===== src/rtl/alu4_pkg.sv =====
// Shared constants for the two-requester 4-bit ALU sequencer.
package alu4_pkg;

   localparam int ALU_W = 4;
   localparam int RES_W = 8;

   // Opcodes
   localparam logic [3:0] OP_ADD = 4'd0;
   localparam logic [3:0] OP_SUB = 4'd1;
   localparam logic [3:0] OP_MUL = 4'd2;
   localparam logic [3:0] OP_DIV = 4'd3;
   localparam logic [3:0] OP_AND = 4'd4;
   localparam logic [3:0] OP_OR  = 4'd5;
   localparam logic [3:0] OP_XOR = 4'd6;
   localparam logic [3:0] OP_NOT = 4'd7;
   localparam logic [3:0] OP_ENC = 4'd8;

   // Sequencer states
   localparam logic [1:0] S_IDLE = 2'd0;
   localparam logic [1:0] S_EXEC = 2'd1;
   localparam logic [1:0] S_RESP = 2'd2;

endpackage


===== src/rtl/alu4_core.sv =====
// Combinational 4-bit ALU: op, a, b -> 8-bit result plus carry/overflow/error flags.
module alu4_core
   import alu4_pkg::*;
#(
   parameter logic [RES_W-1:0] ENC_KEY = 8'hAB
) (
   input  logic [3:0]       op,
   input  logic [ALU_W-1:0] a,
   input  logic [ALU_W-1:0] b,
   output logic [RES_W-1:0] result,
   output logic             carry,
   output logic             ovf,
   output logic             err
);

   logic [ALU_W:0] s5;
   logic [ALU_W:0] d5;

   // Decode the opcode and compute result and flags
   always_comb begin
      result = '0;
      carry  = 1'b0;
      ovf    = 1'b0;
      err    = 1'b0;
      s5     = {1'b0, a} + {1'b0, b};
      d5     = {1'b0, a} - {1'b0, b};
      case (op)
         OP_ADD: begin
            result = {4'h0, s5[3:0]};
            carry  = s5[4];
            ovf    = (a[3] & b[3] & ~s5[3]) | (~a[3] & ~b[3] & s5[3]);
         end
         OP_SUB: begin
            result = {4'h0, d5[3:0]};
            carry  = ~d5[4];
            ovf    = (a[3] & ~b[3] & ~d5[3]) | (~a[3] & b[3] & d5[3]);
         end
         OP_MUL: result = {4'h0, a} * {4'h0, b};
         OP_DIV: begin
            if (b == '0) begin
               err = 1'b1;
            end else begin
               // Remainder in the high nibble, quotient in the low nibble
               result = {a % b, a / b};
            end
         end
         OP_AND: result = {4'h0, a & b};
         OP_OR:  result = {4'h0, a | b};
         OP_XOR: result = {4'h0, a ^ b};
         OP_NOT: result = {4'h0, ~a};
         OP_ENC: result = {a, b} ^ ENC_KEY;
         default: err = 1'b1;
      endcase
   end

endmodule


===== src/rtl/alu4_arb_seq.sv =====
// Round-robin arbiter and IDLE/EXEC/RESP sequencer sharing one alu4_core between two requesters.
module alu4_arb_seq
   import alu4_pkg::*;
#(
   parameter int unsigned      MUL_LAT = 2,
   parameter int unsigned      DIV_LAT = 4,
   parameter logic [RES_W-1:0] ENC_KEY = 8'hAB
) (
   input  logic             clk,
   input  logic             rst,
   input  logic             req0_valid,
   output logic             req0_ready,
   input  logic [3:0]       req0_op,
   input  logic [ALU_W-1:0] req0_a,
   input  logic [ALU_W-1:0] req0_b,
   input  logic             req1_valid,
   output logic             req1_ready,
   input  logic [3:0]       req1_op,
   input  logic [ALU_W-1:0] req1_a,
   input  logic [ALU_W-1:0] req1_b,
   output logic             rsp_valid,
   input  logic             rsp_ready,
   output logic             rsp_id,
   output logic [RES_W-1:0] rsp_result,
   output logic             rsp_carry,
   output logic             rsp_ovf,
   output logic             rsp_err,
   output logic             busy
);

   localparam int CNT_W = 8;

   logic [1:0]       state_q;
   logic             last_grant_q;
   logic [3:0]       op_q;
   logic [ALU_W-1:0] a_q;
   logic [ALU_W-1:0] b_q;
   logic             id_q;
   logic [CNT_W-1:0] cnt_q;
   logic [RES_W-1:0] result_q;
   logic             carry_q;
   logic             ovf_q;
   logic             err_q;

   logic             grant;
   logic             grant_valid;
   logic             accept;
   logic [3:0]       sel_op;
   logic [ALU_W-1:0] sel_a;
   logic [ALU_W-1:0] sel_b;
   logic [CNT_W-1:0] lat_m1;

   logic [RES_W-1:0] core_result;
   logic             core_carry;
   logic             core_ovf;
   logic             core_err;

   // Round-robin grant: a lone requester wins; on contention the one not served last wins
   always_comb begin
      grant_valid = req0_valid | req1_valid;
      if (req0_valid && req1_valid) begin
         grant = ~last_grant_q;
      end else begin
         grant = req1_valid;
      end
      req0_ready = (state_q == S_IDLE) && grant_valid && !grant;
      req1_ready = (state_q == S_IDLE) && grant_valid && grant;
      accept     = req0_ready | req1_ready;
      sel_op     = grant ? req1_op : req0_op;
      sel_a      = grant ? req1_a  : req0_a;
      sel_b      = grant ? req1_b  : req0_b;
   end

   // EXEC cycles minus one for the op being accepted
   always_comb begin
      lat_m1 = '0;
      if (sel_op == OP_MUL) begin
         lat_m1 = CNT_W'(MUL_LAT - 1);
      end else if (sel_op == OP_DIV) begin
         lat_m1 = CNT_W'(DIV_LAT - 1);
      end
   end

   alu4_core #(
      .ENC_KEY (ENC_KEY)
   ) u_core (
      .op     (op_q),
      .a      (a_q),
      .b      (b_q),
      .result (core_result),
      .carry  (core_carry),
      .ovf    (core_ovf),
      .err    (core_err)
   );

   // Sequencer state, latched command, latency counter and response registers
   always_ff @(posedge clk or posedge rst) begin
      if (rst) begin
         state_q      <= S_IDLE;
         last_grant_q <= 1'b1;
         op_q         <= '0;
         a_q          <= '0;
         b_q          <= '0;
         id_q         <= 1'b0;
         cnt_q        <= '0;
         result_q     <= '0;
         carry_q      <= 1'b0;
         ovf_q        <= 1'b0;
         err_q        <= 1'b0;
      end else begin
         case (state_q)
            S_IDLE: begin
               if (accept) begin
                  op_q         <= sel_op;
                  a_q          <= sel_a;
                  b_q          <= sel_b;
                  id_q         <= grant;
                  last_grant_q <= grant;
                  cnt_q        <= lat_m1;
                  state_q      <= S_EXEC;
               end
            end
            S_EXEC: begin
               if (cnt_q == '0) begin
                  result_q <= core_result;
                  carry_q  <= core_carry;
                  ovf_q    <= core_ovf;
                  err_q    <= core_err;
                  state_q  <= S_RESP;
               end else begin
                  cnt_q <= cnt_q - 1'b1;
               end
            end
            S_RESP: begin
               if (rsp_ready) begin
                  state_q <= S_IDLE;
               end
            end
            default: state_q <= S_IDLE;
         endcase
      end
   end

   // Response port is driven straight from registered state
   always_comb begin
      rsp_valid  = (state_q == S_RESP);
      busy       = (state_q != S_IDLE);
      rsp_id     = id_q;
      rsp_result = result_q;
      rsp_carry  = carry_q;
      rsp_ovf    = ovf_q;
      rsp_err    = err_q;
   end

endmodule

===== config.mk =====
export PLATFORM = sky130hd
export DESIGN_NAME = alu4_arb_seq
export DESIGN_NICKNAME = d
export VERILOG_FILES = /design/src/rtl/alu4_pkg.sv /design/src/rtl/alu4_core.sv /design/src/rtl/alu4_arb_seq.sv
export SDC_FILE = /design/constraint.sdc
export NUM_CORES = 1
export LEC_CHECK = 0
export ABC_AREA = 1
export BUFFER_PORTS_ARGS = -buffer_cell sky130_fd_sc_hd__clkbuf_2
export CORE_UTILIZATION = 59
export DETAILED_ROUTE_END_ITERATION = 10
export GPL_ROUTABILITY_DRIVEN = 0
export MAX_ROUTING_LAYER = met4
export PLACE_DENSITY = 0.81
export RECOVER_POWER = 100
export SLEW_MARGIN = 25
export SYNTH_ARGS = -nofsm -noshare
export SYNTH_HDL_FRONTEND = slang
export SYNTH_SLANG_ARGS = --single-unit

===== constraint.sdc =====
create_clock -name clk -period 4.95 [get_ports clk]
set_input_delay 0.99 -clock clk [delete_from_list [all_inputs] [get_ports clk]]
set_output_delay 0.99 -clock clk [all_outputs]
set_load 0.02 [all_outputs]

# Yosys cells after proc, flatten, opt, wreduce, memory -nomap -nowiden
# Index checks and enable logic that the tools add are counted.
# Widths: inputs -> output; s select.
# classes
reduce_logical	16
n_shift	0
order_cmp	0
add_sub_neg	3
div	2
bitwise_logic	23
mul	1
eq_ne	16
mux	19
# op_table
cell	count
$pmux 8 s9	1
$mux 8	3
$eq 4x2->1 const B	4
$eq 4x3->1 const B	4
$pmux 8 s2	1
$mux 4	3
$mux 2	5
$and 1x1->1	8
$logic_not 4->1	2
$logic_not 8->1	1
$mul 4x4->8	1
$reduce_or 8->1	1
$sub 8x1->8 const B	1
$ne 2x2->1 const B	3
$not 1->1	6
$pmux 1 s2	3
$pmux 2 s3	1
$reduce_and 3->1	2
$add 4x4->5	1
$not 5->5	1
$sub 4x4->5	1
$and 4x4->4	1
$div 4x4->4	1
$eq 4x1->1 const B	1
other kinds (15)	24
# word_totals
latch_bits	0
in_bits	29
output_inout_bits	16
reg_bits	35
memories	0
mem_bits_ro	0
ramBits	0

# Logic depth before layout (Yosys ltp)
# Gate-level depths: netlist of the first run.
# logic_depth
ltp_word	8
depth_mapped	36
ltp_nobuf	36

# Modules after synthesis
# Synthesis of the first run repeated with hierarchy kept, for this count alone.
# hier_totals
cells_unflattened	507
hier_area_um2	3499.6
# modules_own_cells
module	n_inst	area_each_um2	cells_per_inst	seq_area_each_um2
alu4_core	1	1762.9	291	0.0
alu4_arb_seq	1	1736.7	216	877.1

# Worst setup path after synthesis of the first run
# Ideal clock, no wire load.
# synth_timing
path_type	flip-flop to flip-flop
start	register b_q[0]
end	register result_q[6] (netlist: rsp_result[6])
n_path_buf	0
required_ns	4.834
arrival_time_ns	3.862
setup_slack_ns	0.972
stages_incl_launch_ff	36
synth_period_minus_slack_ns	3.978
cell_sequence	dfrtp_1 -> inv_1 -> ha_1 -> inv_1 -> nand2_1 -> nand3_1 -> nand2_1 -> nand2_1 -> inv_1 -> ha_1 -> nand2_1 -> nand3b_1 -> nand2_1 -> inv_1 -> nand2_1 -> nand2_1 -> inv_1 -> ha_1 -> nand2_1 -> nand2_1 -> nand3_1 -> nand3_2 -> inv_2 -> nand3_1 -> and2_1 -> ha_1 -> nand2_1 -> nand2_1 -> nor2_1 -> nand2_1 -> nand2_1 -> nor2_1 -> nor2_1 -> nand2_1 -> nand2_1 -> nand2_1
# synth_via
elab_chain_len	3
elab_cells_between_ends	5
classes_between	mul: 1; div: 1; mux: 2; reduce/logical: 1
# synth_lines
item	line_no	text
from (decl)	alu4_arb_seq.sv:37	logic [ALU_W-1:0] b_q;
from (signal assigned)	alu4_arb_seq.sv:116	b_q <= sel_b;
$mod 4x4->4 / $logic_not 4->1 (equally long branches)	alu4_core.sv:44, alu4_core.sv:40	
$mux 8	alu4_core.sv:40	if (b == '0) begin
$pmux 8 s9 *	alu4_core.sv:27	case (op)
to (signal assigned)	alu4_arb_seq.sv:125	result_q <= core_result;
to (decl)	alu4_arb_seq.sv:40	logic [RES_W-1:0] result_q;
# Mark *: on every way between the ends. The rest lies on a longest branch, timed or not.
# A chain may end at the register's enable or synchronous reset.

# Worst setup path in the final report of the first run
# layout_timing
start	register b_q[0]
end	register result_q[4] (netlist: rsp_result[4])
# The elaborated chain is that of the path after synthesis.

==> flow_metrics.env, run 1 <==
export IMPL_nets=611
export IMPL_track_usage_pct=30.90
export IMPL_clk_pin_slew_worst_paths_ps=80
export IMPL_setup_crit_start_kind="flop"
export IMPL_timing_max_cap_violations=1
export IMPL_fp_row_count=27
export IMPL_cts_buffers=5
export IMPL_port_buffers=44
export IMPL_post_cts_hold_buffer_count=0
export IMPL_die_h_um=78.06
export IMPL_grt_remaining_overflow=0
export IMPL_failed_checks="capacitance limit, slew limit"
export IMPL_worst_path_largest_cell_delay_ps=470
export IMPL_dp_cells=600
export IMPL_htree_num_levels=2
export IMPL_cpLargestDelayFamily="simple AND/OR/NAND/NOR gates"
export IMPL_post_synth_and_or_nand_nor_area_fraction_pct=34.02
export IMPL_final_common_cell="nand2_1"
export IMPL_critPathMostFrequentCell="nand2_1"
export IMPL_drt_first_pass_iters=5
export IMPL_multiplexer_share_of_the_synthesized_area_pct=0.2933
export IMPL_antenna_cell_count=0
export IMPL_fp_dieW_um=78.06
export IMPL_insertion_delay_ps=300
export IMPL_finalSetupViolCount=0
export IMPL_setup_tns_ps=0
export IMPL_detail_route_drc_violations=0
export IMPL_post_synth_instance_area_sq_mm=0.003413
export IMPL_synth_compound_area_share_pct=10.70
export IMPL_layout_cells_most_common_list="nand2_1 (152), inv_1 (63), ha_1 (40), nor2_1 (39), nand3_1 (35)"
export IMPL_postLayoutCoreUtil_pct=67.59
export IMPL_cpMaxStageDelayCell="dfrtp_2"
export IMPL_grt_busiest_layer="met2"
export IMPL_drt_antenna_violating_nets=0
export IMPL_cts_max_path_buffers=2
export IMPL_yosys_warnings=0
export IMPL_detail_routed_via_count_per_cell=5.613
export IMPL_final_max_slew_violation_count=36
export IMPL_clock_skew_ps=12.12
export IMPL_die_area_sq_mm=0.006093
export IMPL_grt_use_met1_pct=40.67
export IMPL_synth_seq_area_share_pct=25.70
export IMPL_first_global_vias=3260
export IMPL_clk_root_buffer_cell="clkbuf_8"
export IMPL_run_status="finished, violations left"
export IMPL_critPathMaxFanout=8
export IMPL_post_route_period_util_pct=91.16
export IMPL_dp_slack_ps=467.0
export IMPL_multi_input_area_sq_mm=0.002201
export IMPL_grt_use_met2_pct=47.54
export IMPL_critPathBufInv=6
export IMPL_grt_pass1_wl_um=14480
export IMPL_drt_first_iter_violations=266
export IMPL_endpoint_kind="flop"
export IMPL_final_cell_count_no_fill=608
export IMPL_synth_top_cell_area_share_pct=24.93
export IMPL_pin_count_of_the_biggest_net_entering_global_routing=36
export IMPL_synthesis_instances=488
export IMPL_grt_antenna_before_repair=0
export IMPL_routed_wirelength_um=8491
export IMPL_grt_util_met3_pct=5.814
export IMPL_design_portCount=45
export IMPL_nFillCells=494
export IMPL_yosys_cell_types_count=40
export IMPL_worst_slew_pin_slew_ps=1849
export IMPL_floorplan_initialDensity_pct=61.61
export IMPL_combinational_family_with_the_most_area_after_synthesis="simple AND/OR/NAND/NOR gates"
export IMPL_cts_sinks=35
export IMPL_syn_mean_instance_area_sq_um=6.994
export IMPL_timing_final_hold_violations=0
export IMPL_regArea_sq_um=878.3
export IMPL_worst_slack_ps=437.7
export IMPL_detail_route_wl_per_cell_um=13.97
export IMPL_vias=3413
export IMPL_dp_hpwl_um=6756
export IMPL_synth_xor_area_share_pct=1.026
export IMPL_critical_path_class="reg -> reg"
export IMPL_synthAdderAreaFrac_pct=18.77
export IMPL_cts_tree="built"
export IMPL_crit_arrival_ps=4710
export IMPL_syn_to_final_growth_pct=9.714
export IMPL_core_sq_mm=0.005540
export IMPL_cp_required_ps=5150
export IMPL_mappedNetlistNets=564
export IMPL_synth_area_top_cells="dfrtp_1 (25%), nand2_1 (17%), ha_1 (15%)"
export IMPL_synth_largest_area_cell="dfrtp_1"
export IMPL_achievable_frequency_mhz=221.6
export IMPL_minimum_clock_period_ps=4512
export IMPL_drive_above_1_share_pct=12.31
export IMPL_synth_register_bits=35
export IMPL_slew_limit_headroom_pct=-23.29
export IMPL_hold_path_class="reg -> reg"
[final cells by class]
| cell class | instances | share of cell area, % |
|---|---|---|
| Timing Repair Buffer | 45 | 5.479 |
| Clock inverter | 2 | 0.3341 |
| Tap cell | 72 | 2.406 |
| Inverter | 76 | 7.618 |
| Sequential cell | 35 | 23.45 |
| Clock buffer | 6 | 1.938 |
| Multi-Input combinational cell | 372 | 58.77 |
[synth_stat cells, drive strengths merged]
master / number
nand3b: 4
mux2i: 1
nand3: 36
o211ai: 8
buf: 4
dfstp: 1
a21o: 2
o21ai: 26
clkbuf: 1
a22oi: 1
a21oi: 13
inv: 76
fa: 7
nand4: 10
xnor2: 1
nor3: 6
ha: 40
a31oi: 2
nand2: 154
dfrtp: 34
nor2: 47
o31ai: 1
nor3b: 2
o2bb2ai: 1
a21boi: 1
and2: 1
xor2: 3
o22ai: 5
[final timing paths]
| kind | from | endpoint | slack [ps] | cells past startpoint |
|---|---|---|---|---|
| min | last_grant_q$_DFFE_PP1P_ | last_grant_q$_DFFE_PP1P_ | 470 | 2 |
| max reg2reg | b_q[0]$_DFFE_PP0P_ | rsp_result[4]$_DFFE_PP0P_ | 440 | 33 |
| min reg2reg | last_grant_q$_DFFE_PP1P_ | last_grant_q$_DFFE_PP1P_ | 470 | 2 |
| max | b_q[0]$_DFFE_PP0P_ | rsp_result[4]$_DFFE_PP0P_ | 440 | 33 |
| min in group asynchronous | rst | rsp_result[0]$_DFFE_PP0P_ | 1320 | 3 |
| max in group asynchronous | rst | b_q[0]$_DFFE_PP0P_ | 2420 | 3 |
[per-stage QoR]
step | area [sq um] | hold WS (ps)
5_1_grt | 3745 | 513.3
2_1_floorplan | 3413 | 448.1
4_1_cts | 3777 | 477.2
6_report | 3745 | 472.4
3_3_place_gp | 3692 | 460.3
3_5_place_dp | 3692 | 464.4
[timing repair]
item                       CTS  global route
setup buffers                0             0
hold endpoints to repair     0             0
resized for setup            0             3
setup endpoints to repair    0             5
[registers in the layout, summed over array words and instances, names as in the netlist, 2 cells and up]
signal,flops
a_q,4
b_q,4
cnt_q,8
op_q,4
rsp_result,8
state_q,2
[per-layer routing]
metal	up-vias	wire length (um)
met2	163	3624
met1	1544	3854
met5	-	0
met3	42	714
li1	1664	-
met4	0	298
[tightest hold or removal path, stage by stage, from the launching register on]
cell and delay, ps:
dfstp_2 370, nand2_1 50, nand2_1 50
[cells by family (layout without fill, tap and decap cells)]
family / count (synthesis) / in the layout
muxes: 1 / 1
xor gates and xnor gates: 4 / 4
and+or+nand+nor: 260 / 260
DFF: 35 / 35
buffers and inverters: 81 / 129
adders and majority gates: 47 / 47
AOI/OAI and AO/OA: 60 / 60
Power of run 1 is left out: the tool's default activity adds up to more than one toggle a clock period on the data nets, which glitch-free logic cannot reach.
==> inputs of run 2 (changes only) <==
--- a/config.mk
+++ b/config.mk
@@ -6,9 +6,9 @@
 export NUM_CORES = 1
 export LEC_CHECK = 0
 export ABC_AREA = 1
-export BUFFER_PORTS_ARGS = -buffer_cell sky130_fd_sc_hd__clkbuf_2
-export CORE_UTILIZATION = 59
+export CORE_UTILIZATION = 65
 export DETAILED_ROUTE_END_ITERATION = 10
+export DONT_BUFFER_PORTS = 1
 export GPL_ROUTABILITY_DRIVEN = 0
 export MAX_ROUTING_LAYER = met4
 export PLACE_DENSITY = 0.81
==> run 2 against run 1 <==
  * The flow now finishes without violations
  * Sequential share of layout area grew 1.5 points
  * Critical endpoint unchanged
  * Register-to-register slack lost 20 ps
  * Die area shrank 9.0%
  * Fmax shrank 0.37%
  * Final cell count shrank 7.6%
  * Global-route usage grew 1.2 points
  * Non-clock buffer count shrank 44
==> flow_metrics.env, run 2 (synthesized netlist as in run 1, its figures left out) <==
export IMPL_cts_buffers=5
export IMPL_whs_endpoint="last_grant_q$_DFFE_PP1P_"
export IMPL_post_route_period_util_pct=91.50
export IMPL_rsz_0062_raised_after_global_routing="false"
export IMPL_achievable_frequency_mhz=220.8
export IMPL_cts_setup_buffers=0
export IMPL_clock_skew_ps=10.08
export IMPL_pin_count_of_the_biggest_net_entering_global_routing=22
export IMPL_post_cts_hold_buffer_count=0
export IMPL_timing_max_cap_violations=0
export IMPL_syn_to_final_growth_pct=3.079
export IMPL_cp_required_ps=5180
export IMPL_dp_hpwl_um=6363
export IMPL_clk_root_buffer_cell="clkbuf_8"
export IMPL_clk_pin_slew_worst_paths_ps=70
export IMPL_final_common_cell="nand2_1"
export IMPL_drt_antenna_violating_nets=0
export IMPL_worst_path_largest_cell_delay_ps=580
export IMPL_cts_max_path_buffers=2
export IMPL_core_sq_mm=0.005075
export IMPL_fp_row_count=26
export IMPL_drive_above_1_share_pct=6.707
export IMPL_grt_pass1_wl_um=13050
export IMPL_drt_first_iter_violations=332
export IMPL_drt_first_pass_iters=7
export IMPL_port_buffers=0
export IMPL_cpMaxStageDelayCell="dfrtp_1"
export IMPL_rr_worst_depth=31
export IMPL_critical_path_class="reg -> reg"
export IMPL_critPathMaxFanout=9
export IMPL_nFillCells=441
export IMPL_final_cell_count_no_fill=562
export IMPL_grt_remaining_overflow=0
export IMPL_setup_crit_start_kind="flop"
export IMPL_run_status="complete, no violations"
export IMPL_cts_tree="built"
export IMPL_hold_path_cells=2
export IMPL_vias=3302
export IMPL_rrSetupSlack_ps=420
export IMPL_fp_dieW_um=74.47
export IMPL_setup_tns_ps=0
export IMPL_regArea_sq_um=878.3
export IMPL_timing_rr_end="rsp_result[4]$_DFFE_PP0P_"
export IMPL_floorplan_initialDensity_pct=67.26
export IMPL_grt_antenna_before_repair=0
export IMPL_routed_wirelength_um=8212
export IMPL_design_portCount=45
export IMPL_antenna_cell_count=0
export IMPL_timing_final_hold_violations=0
export IMPL_cts_sinks=35
export IMPL_postLayoutCoreUtil_pct=69.33
export IMPL_die_area_sq_mm=0.005545
export IMPL_nets=567
export IMPL_worst_slew_pin_slew_ps=1328
export IMPL_detail_route_wl_per_cell_um=14.61
export IMPL_endpoint_kind="flop"
export IMPL_insertion_delay_ps=300
export IMPL_final_max_slew_violation_count=0
export IMPL_track_usage_pct=32.08
export IMPL_rr_startpoint="b_q[1]$_DFFE_PP0P_"
export IMPL_die_h_um=74.47
export IMPL_critPathMostFrequentCell="nand2_1"
export IMPL_detail_route_drc_violations=0
export IMPL_minimum_clock_period_ps=4529
export IMPL_htree_num_levels=2
export IMPL_detail_routed_via_count_per_cell=5.875
export IMPL_hp_start="last_grant_q$_DFFE_PP1P_"
export IMPL_multi_input_area_sq_mm=0.002178
export IMPL_layout_cells_most_common_list="nand2_1 (152), inv_1 (64), nor2_1 (42), ha_1 (40), nand3_1 (35)"
export IMPL_slew_limit_headroom_pct=10.52
export IMPL_finalSetupViolCount=0
export IMPL_hold_path_class="reg -> reg"
export IMPL_first_global_vias=2873
export IMPL_dp_slack_ps=448.6
export IMPL_crit_arrival_ps=4760
export IMPL_dp_cells=554
export IMPL_worst_slack_ps=420.8
-- run 2: cell types whose count changed in the layout (fill, tap and decap cells not counted), sizes merged --
cell and change:
clkbuf -44
-- run 2: final cells by class --
| class | instances | area share [%] |
|---|---|---|
| multi-input cells | 372 | 61.91 |
| flip-flops and latches | 35 | 24.96 |
| inverters | 76 | 8.108 |
| well taps | 70 | 2.489 |
| clock buffers | 6 | 2.063 |
| clock inverters | 2 | 0.3556 |
| repair buffers | 1 | 0.1067 |
-- run 2: how the worst max path moves through the flow --
| stage | from | to | slack [ps] | cells past startpoint |
|---|---|---|---|---|
| floorplan | b_q[0]$_DFFE_PP0P_ | rsp_result[6]$_DFFE_PP0P_ | 970 | 35 |
| finish | b_q[1]$_DFFE_PP0P_ | rsp_result[4]$_DFFE_PP0P_ | 420 | 31 |
| CTS | b_q[0]$_DFFE_PP0P_ | rsp_result[5]$_DFFE_PP0P_ | 420 | 35 |
| global placement | b_q[0]$_DFFE_PP0P_ | rsp_result[6]$_DFFE_PP0P_ | 750 | 35 |
| detailed placement | b_q[0]$_DFFE_PP0P_ | rsp_result[5]$_DFFE_PP0P_ | 450 | 35 |
| global route | b_q[0]$_DFFE_PP0P_ | rsp_result[7]$_DFFE_PP0P_ | 40 | 34 |
-- run 2: timing repair --
| item | CTS | global route |
|---|---|---|
| setup endpoints to repair | 0 | 4 |
| endpoints found under the hold margin | 0 | 0 |
| gates resized for setup | 0 | 2 |
-- run 2: per-layer routing --
metal,GRT usage (%),vias up,routed length (um)
li1,-,1581,-
met5,-,-,0
met2,47.65,180,3450
met3,5.014,28,751
met4,11.53,0,211
met1,44.12,1513,3799
-- run 2: critical path: cells and delay by family, from the launching register on --
kind	cells	cell delay, ps
adders and majority gates	3	960
buffers and inverters	5	630
DFF	1	580
AOI/OAI and AO/OA	1	80
and+or+nand+nor	22	2210
-- run 2: through the flow --
step	cell area [sq um]	hold WS (ps)
after global routing	3518	499.2
after CTS	3555	471.5
after floorplan	3413	448.1
after global placement	3470	458.4
final	3518	472.6
after detailed placement	3470	459.2
Power of run 2 is left out for the same reason.
==> inputs of run 3 (changes only) <==
==> constraint.sdc (replaced) <==
create_clock -name clk -period 4.95 [get_ports clk]
set_input_delay 0.99 -clock clk [delete_from_list [all_inputs] [get_ports clk]]
set_output_delay 0.99 -clock clk [all_outputs]
set_load 0.005 [all_outputs]
==> run 3 against run 2 <==
  * Critical path depth grew 1
  * Register-to-register slack lost 20 ps
  * Non-clock buffer count is the same
  * Wire length grew 0.63%
  * Critical path type unchanged
  * Hold slack gained 6.2 ps
  * Utilization is essentially flat
  * Clock skew grew 4.0 ps
  * Final cell count is the same
  * Via count is the same
  * Design area is essentially flat
  * Sequential share of layout area is essentially flat
  * Global-route usage grew 0.31 points
==> flow_metrics.env, run 3 (synthesized netlist as in run 1, its figures left out) <==
export IMPL_htree_num_levels=2
export IMPL_routed_wirelength_um=8264
export IMPL_final_cell_count_no_fill=562
export IMPL_post_route_period_util_pct=91.92
export IMPL_setup_crit_start_kind="flop"
export IMPL_final_max_slew_violation_count=0
export IMPL_worst_slack_ps=399.9
export IMPL_whs_endpoint="last_grant_q$_DFFE_PP1P_"
export IMPL_fp_row_count=26
export IMPL_drt_first_iter_violations=412
export IMPL_design_portCount=45
export IMPL_clk_pin_slew_worst_paths_ps=70
export IMPL_cp_required_ps=5130
export IMPL_rr_worst_depth=32
export IMPL_clock_skew_ps=14.10
export IMPL_insertion_delay_ps=300
export IMPL_fp_dieW_um=74.47
export IMPL_endpoint_kind="flop"
export IMPL_cts_setup_buffers=0
export IMPL_critPathMaxFanout=9
export IMPL_multi_input_area_sq_mm=0.002181
export IMPL_achievable_frequency_mhz=219.8
export IMPL_die_h_um=74.47
export IMPL_final_hold_worst_slack_ps=478.8
export IMPL_nFillCells=453
export IMPL_hold_path_class="reg -> reg"
export IMPL_slew_limit_headroom_pct=3.764
export IMPL_cts_max_path_buffers=2
export IMPL_cts_sinks=35
export IMPL_dp_hpwl_um=6411
export IMPL_detail_routed_via_count_per_cell=5.875
export IMPL_cts_buffers=5
export IMPL_dp_slack_ps=457.5
export IMPL_first_global_vias=2906
export IMPL_minimum_clock_period_ps=4550
export IMPL_critPathMostFrequentCell="nand2_1"
export IMPL_hp_start="last_grant_q$_DFFE_PP1P_"
export IMPL_setup_tns_ps=0
export IMPL_core_sq_mm=0.005075
export IMPL_drt_antenna_violating_nets=0
export IMPL_run_status="complete, no violations"
export IMPL_critPathBufInv=5
export IMPL_crit_arrival_ps=4730
export IMPL_nets=567
export IMPL_cpLargestDelayFamily="simple AND/OR/NAND/NOR gates"
export IMPL_detail_route_drc_violations=0
export IMPL_hold_path_cells=2
export IMPL_antenna_cell_count=0
export IMPL_grt_antenna_before_repair=0
export IMPL_die_area_sq_mm=0.005545
export IMPL_drt_first_pass_iters=5
export IMPL_drive_above_1_share_pct=7.114
export IMPL_final_common_cell="nand2_1"
export IMPL_rsz_0062_raised_after_global_routing="false"
export IMPL_finalSetupViolCount=0
export IMPL_floorplan_initialDensity_pct=67.26
export IMPL_timing_max_cap_violations=0
export IMPL_dp_cells=554
export IMPL_track_usage_pct=32.39
export IMPL_grt_pass1_wl_um=13170
export IMPL_regArea_sq_um=878.3
export IMPL_rr_startpoint="b_q[1]$_DFFE_PP0P_"
export IMPL_cts_tree="built"
export IMPL_pin_count_of_the_biggest_net_entering_global_routing=22
export IMPL_timing_final_hold_violations=0
export IMPL_rrSetupSlack_ps=400
export IMPL_grt_remaining_overflow=0
export IMPL_clk_root_buffer_cell="clkbuf_8"
export IMPL_port_buffers=0
export IMPL_vias=3302
export IMPL_detail_route_wl_per_cell_um=14.70
export IMPL_timing_rr_end="rsp_result[5]$_DFFE_PP0P_"
export IMPL_worst_path_largest_cell_delay_ps=620
export IMPL_critical_path_class="reg -> reg"
export IMPL_cpMaxStageDelayCell="dfrtp_1"
export IMPL_syn_to_final_growth_pct=3.153
export IMPL_worst_slew_pin_slew_ps=1428
export IMPL_layout_cells_most_common_list="nand2_1 (152), inv_1 (63), nor2_1 (41), ha_1 (40), nand3_1 (35)"
-- run 3: cell types whose count changed in the layout (fill, tap and decap cells not counted) --
cell and delta:
inv_1 -1, nor2_2 +1, nor2_1 -1, o21ai_1 +1
o21ai_0 -1, inv_2 +1
-- run 3: tightest hold or removal path, cell delays in order (launching register included) --
cell and delay (ps):
dfstp_2 370, nand2_1 60, nand2_1 50
-- run 3: area by class of cell --
class                           count  share of cell area (%)
Clock buffer                        6                   2.061
Clock inverter                      2                  0.3554
Multi-Input combinational cell    372                   61.94
Tap cell                           70                   2.488
Sequential cell                    35                   24.95
Timing Repair Buffer                1                  0.1066
Inverter                           76                   8.102
-- run 3: how the worst max path moves through the flow --
| stage | startpoint | to | slack [ps] | depth (start not counted) |
|---|---|---|---|---|
| detailed placement | b_q[0]$_DFFE_PP0P_ | rsp_result[5]$_DFFE_PP0P_ | 460 | 35 |
| global route | b_q[1]$_DFFE_PP0P_ | rsp_result[6]$_DFFE_PP0P_ | 20 | 32 |
| finish | b_q[1]$_DFFE_PP0P_ | rsp_result[5]$_DFFE_PP0P_ | 400 | 32 |
| floorplan | b_q[0]$_DFFE_PP0P_ | rsp_result[6]$_DFFE_PP0P_ | 970 | 35 |
| CTS | b_q[0]$_DFFE_PP0P_ | rsp_result[5]$_DFFE_PP0P_ | 410 | 35 |
| global placement | b_q[0]$_DFFE_PP0P_ | rsp_result[6]$_DFFE_PP0P_ | 750 | 35 |
-- run 3: routing by layer --
metal  up-vias  wire [um]  track usage, %
met5         -          0               -
met4         0        265           12.16
met3        37        752           5.962
met2       204       3464           46.15
met1      1483       3782           45.43
li1       1578          -               -
-- run 3: timing repair --
action / CTS / global route
endpoints found under the setup margin: 0 / 5
hold buffers: 0 / 0
gates resized for setup: 0 / 2
-- run 3: through the flow --
stage                     area, sq um  util [%]
after global placement           3470     68.37
after floorplan                  3413         -
after detailed placement         3470     68.37
final                            3521     69.38
after CTS                        3555     70.04
after global routing             3521     69.38
Power of run 3 is left out for the same reason.
